[src/rtl/idex_stage.sv]
// rtl/idex_stage.sv - ID->EX pipeline register with bubble injection, EX hold and stall watchdog.
// Optional bubble counter output o_bubble_cnt is enabled by defining IDEX_BUBBLE_CNT_EN.
module idex_stage #(
  parameter int REG_SELECT = 5,
  parameter int DATA_WIDTH = 32,
  parameter int MAX_STALL  = 15,
  parameter int CNT_W      = 4
) (
  input  logic                  i_clk,
  input  logic                  i_rst,
  input  logic                  i_valid_0,
  input  logic                  i_is_cmp_0,
  input  logic                  i_is_write_0,
  input  logic                  i_is_load_0,
  input  logic [REG_SELECT-1:0] i_reg_a_select_0,
  input  logic [REG_SELECT-1:0] i_reg_b_select_0,
  input  logic [REG_SELECT-1:0] i_reg_c_select_0,
  input  logic [DATA_WIDTH-1:0] i_op_a_0,
  input  logic [DATA_WIDTH-1:0] i_op_b_0,
  input  logic                  i_nop,
  input  logic                  i_flush,
  input  logic                  i_ex_stall,
  output logic                  o_valid_1,
  output logic                  o_is_cmp_1,
  output logic                  o_is_write_1,
  output logic                  o_is_load_1,
  output logic [REG_SELECT-1:0] o_reg_a_select_1,
  output logic [REG_SELECT-1:0] o_reg_b_select_1,
  output logic [REG_SELECT-1:0] o_reg_c_select_1,
  output logic [DATA_WIDTH-1:0] o_op_a_1,
  output logic [DATA_WIDTH-1:0] o_op_b_1,
  output logic                  o_hold_id,
  output logic                  o_stall_err
`ifdef IDEX_BUBBLE_CNT_EN
  ,
  output logic [CNT_W-1:0]      o_bubble_cnt
`endif
);

  typedef enum logic {RUN, HELD} state_t;

  localparam logic [CNT_W-1:0] CNT_SAT   = '1;
  localparam logic [CNT_W-1:0] STALL_LIM = CNT_W'(MAX_STALL);

  state_t           state, state_next;
  logic             load_bubble, load_decode, nop_bubble;
  logic [CNT_W-1:0] wd_cnt;

  always_ff @(posedge i_clk) begin
    if (i_rst) state <= RUN;
    else       state <= state_next;
  end

  always_comb begin
    state_next = state;
    if (i_flush)         state_next = RUN;
    else if (i_ex_stall) state_next = HELD;
    else                 state_next = RUN;
  end

  // EX backpressure outranks the hazard unit's nop; flush outranks both.
  always_comb begin
    load_bubble = 1'b0;
    load_decode = 1'b0;
    nop_bubble  = 1'b0;
    if (i_flush) begin
      load_bubble = 1'b1;
    end else if (!i_ex_stall) begin
      if (i_nop) begin
        load_bubble = 1'b1;
        nop_bubble  = 1'b1;
      end else begin
        load_decode = 1'b1;
      end
    end
  end

  assign o_hold_id = (i_nop | i_ex_stall) & ~i_flush;

  always_ff @(posedge i_clk) begin
    if (i_rst || load_bubble) begin
      o_valid_1        <= 1'b0;
      o_is_cmp_1       <= 1'b0;
      o_is_write_1     <= 1'b0;
      o_is_load_1      <= 1'b0;
      o_reg_a_select_1 <= '0;
      o_reg_b_select_1 <= '0;
      o_reg_c_select_1 <= '0;
      o_op_a_1         <= '0;
      o_op_b_1         <= '0;
    end else if (load_decode) begin
      o_valid_1        <= i_valid_0;
      o_is_cmp_1       <= i_is_cmp_0 & i_valid_0;
      o_is_write_1     <= i_is_write_0 & i_valid_0;
      o_is_load_1      <= i_is_load_0 & i_valid_0;
      o_reg_a_select_1 <= i_reg_a_select_0;
      o_reg_b_select_1 <= i_reg_b_select_0;
      o_reg_c_select_1 <= i_reg_c_select_0;
      o_op_a_1         <= i_op_a_0;
      o_op_b_1         <= i_op_b_0;
    end
  end

  always_ff @(posedge i_clk) begin
    if (i_rst) begin
      wd_cnt      <= '0;
      o_stall_err <= 1'b0;
    end else begin
      if (!o_hold_id)            wd_cnt <= '0;
      else if (wd_cnt != CNT_SAT) wd_cnt <= wd_cnt + 1'b1;
      if (wd_cnt == STALL_LIM)   o_stall_err <= 1'b1;
    end
  end

`ifdef IDEX_BUBBLE_CNT_EN
  always_ff @(posedge i_clk) begin
    if (i_rst)           o_bubble_cnt <= '0;
    else if (nop_bubble) o_bubble_cnt <= o_bubble_cnt + 1'b1;
  end
`endif

endmodule

[config.mk]
export PLATFORM = sky130hd
export DESIGN_NAME = idex_stage
export DESIGN_NICKNAME = d
export VERILOG_FILES = /design/src/rtl/idex_stage.sv
export SDC_FILE = /design/constraint.sdc
export NUM_CORES = 1
export LEC_CHECK = 0
export BUFFER_PORTS_ARGS = -buffer_cell sky130_fd_sc_hd__buf_2
export CAP_MARGIN = 10
export CORE_ASPECT_RATIO = 0.6
export CORE_UTILIZATION = 44
export CTS_CLUSTER_SIZE = 28
export DETAILED_ROUTE_END_ITERATION = 6
export PLACE_DENSITY = 0.8
export SKIP_CTS_REPAIR_TIMING = 1
export SLEW_MARGIN = 20
export SYNTH_ARGS = -nofsm -noshare
export SYNTH_HDL_FRONTEND = slang
export SYNTH_SLANG_ARGS = --single-unit
[constraint.sdc]
create_clock -name i_clk -period 1.46 [get_ports i_clk]
set_input_delay 0.219 -clock i_clk [delete_from_list [all_inputs] [get_ports i_clk]]
set_output_delay 0.219 -clock i_clk [all_outputs]
set_load 0.02 [all_outputs]
==> impl_results.md <==
* Critical path origin: wd_cnt[0]
* Clock Tree Root: clkbuf_16
* Sequential share of power at 47.2%
* NetSw at 1.08 mW
* Share of cells above drive strength 1 at between 30% and 40%
* Simple-gate share of the synthesized area at 21.9%
* Routed WL at 7.67 mm
* Nets at 638
* Int Power at 4.09 mW
* Drt drc at 0
* Critical Path AT at roughly 1.5 ns
* Part of the power in combinational logic at 6.7%
* R2R depth at 4
* Crit path capture: wd_cnt[0]
* Power per Cell Area at around 1200 nW/µm²
* Die area at 7470 µm²
* IO Port Bufs at ~170
* Post-Route Skew at 0.00339 ns
* Fmax at 803 MHz
* Cell variety after synth at 18
* Pin count of the biggest net entering global routing at 84
* Final setup vio count at 0
* Crit-path cells: ha_1, nand3_1, xnor2_1, nor2_1
* Critical path type: register to register
* Post-Synth Adder-Cell Area at less than 1%
* R2R Path Start: wd_cnt[0]
* Global placer's final weighted congestion at 0.751
* GRT Overall Usage at 20.1%
* Status: finished, final reports clean
* Switch share at between 20% and 30%
* Worst path top cell family by delay: flip-flops
* Router iterations before antenna repair at 5
* CTS H-Tree Depth at 3
* Max cap viols at 0
* Mapped cell area at about 3100 µm²
* Critical Path RT at about 1.7 ns
* CTS tree: yes
* CTS Buf Count at 9
* Setup TNS at 0 ns
* Worst slew pin tran at 0.455 ns
* Worst-path fanout max at 4
* Antenna violations before repair at 0
* Antenna cells at 0
* Critical path depth at 4
* Mux contribution to synthesized area at 0.319%
* Startpoint Class: register
* Vias per inst at between 4 and 5
* Hold Path Class: input port to register
* Clock tree buffer depth at 2
* Worst VDD drop at approximately 0.00085 V
* Combinational family with the most area after synthesis: simple AND/OR/NAND/NOR gates
* CP max stage delay at 0.39 ns
* Slew headroom at 69.3%
* Xor/xnor share of the synthesized area at 0.280%
* Reg2Reg Setup Slack at 0.22 ns
* Clk network pwr share at 46.1%
* Clock sink count at 88
* Synth Net Count at 477
* Total chip power at 5.17 mW
* Die Ht at 67.4 µm
* Reg2reg end: wd_cnt[0]
* FF+latch count, synth at 88
* Max Slew Vio Count at 0
* Most frequent cells in the layout: buf_2 (172), nand2_1 (164), dfxtp_1 (88), a21oi_1 (84), clkbuf_16 (9)
* RSZ-0062 raised after global routing: no
* Mapped Avg Cell Area at 8.07 µm²
* Vias in the first global route at approximately 2600
* Period utilization at 85.2%
* GR Overflow Total at 0
* Initial core utilization at 46.3%
* Post-Syn Instances at 388
* Row count at 23
* Clock period minus worst slack at around 1.2 ns
* Crit end category: register
* Sequential area share after synthesis at 56.2%
* Core area at 6760 µm²
* Pleak at 1.92 nW
* First-pass GRT wire length at around 12 mm
* Slowest CP cell: dfxtp_1
* Routed via count at 3048
* Area Overhead vs Synth at 37.3%
* Synth Area in Compound Gates at 14.2%
* Hold Fails Final Rpt at 0
* Most common cell after layout, fill and taps aside: buf_2
* IO Count at 173
* Die W at 111 µm
* Post-DR wirelength/cell at 12.0 µm
* CTS clk-pin slew, worst paths at ~0.060 ns
* Synth warn at 0
* Post-DP HPWL at 5.33 mm
* DRT antenna net count at 0
* Initial DRC Count at 176
* CP bufs+invs at 0
* Clock Latency Late Sink at 0.33 ns
[stage by stage]
stage / cell area, µm² / std cells / hold WS (ns) / setup WS (ns) / util [%]
after floorplan: 3130 / 388 / 0.288 / 0.348 / -
after global placement: 3990 / 625 / 0.401 / 0.0620 / 59.1
after detailed placement: 3990 / 625 / 0.398 / 0.0374 / 59.1
after CTS: 4300 / 639 / 0.0409 / 0.206 / 63.6
after global routing: 4300 / 639 / 0.0395 / 0.109 / 63.6
final: 4300 / 639 / 0.0529 / 0.215 / 63.6
[how the worst min path moves through the flow]
stage	endpoint	depth (start not counted)	start	slack [ns]
finish	o_stall_err	2	i_rst	0.05
global route	o_stall_err	2	i_rst	0.04
CTS	o_stall_err	2	i_rst	0.04
detailed placement	o_stall_err	2	i_rst	0.40
global placement	o_stall_err	2	i_rst	0.40
floorplan	o_stall_err	1	i_rst	0.29
[state kept, by name, summed over array words and instances, names as in the netlist, 4 cells and up]
register          flops
o_op_a_1             32
o_op_b_1             32
o_reg_a_select_1      5
o_reg_b_select_1      5
o_reg_c_select_1      5
wd_cnt                4
[cells by family after synthesis]
| group | count (synthesis) |
|---|---|
| and+or+nand+nor | 180 |
| AOI/OAI and AO/OA | 88 |
| DFF | 88 |
| buffers and inverters | 29 |
| xor gates and xnor gates | 1 |
| muxes | 1 |
| adders and majority gates | 1 |
[cell usage after synthesis]
master	instances	area, µm²
a31oi_1	1	6.26
nand3_1	5	25.0
ha_1	1	12.5
nand2_1	164	616
or3_1	1	6.26
nor3_1	2	10.0
xnor2_1	1	8.76
buf_6	8	90.1
a21oi_1	84	420
a211oi_1	1	7.51
o21ai_0	2	10.0
inv_1	2	7.51
clkbuf_1	1	3.75
nor2_1	8	30.0
buf_2	11	55.1
dfxtp_1	88	1760
buf_4	7	52.6
mux2i_1	1	10.0
[area by class of cell]
cell class | instances | area [µm²]
fill | 608 | 2460
multi-input combinational | 271 | 1180
tap | 87 | 109
sequential | 88 | 1760
inverter | 2 | 7.51
clock inverter | 4 | 70.1
timing repair buffer | 177 | 936
clock buffer | 10 | 239
[routing by layer]
layer  vias to the layer above  track usage, %  share of wire [%]
li1                       1562               -                  -
met1                      1362            22.7                 43
met2                       113            34.9                 48
met3                        11            6.73                7.3
met4                         0            10.0                1.6
met5                         -               0                  0
[power by group through the flow]
stage | clock network, mW | registers, mW | logic [mW]
2_1_floorplan | 0 | 2.52 | 0.154
3_3_place_gp | 0 | 2.49 | 0.342
3_5_place_dp | 0 | 2.49 | 0.347
4_1_cts | 2.44 | 2.44 | 0.348
5_1_grt | 2.55 | 2.44 | 0.380
6_report | 2.38 | 2.44 | 0.346
No activity file was read; power rests on OpenSTA's default activity.
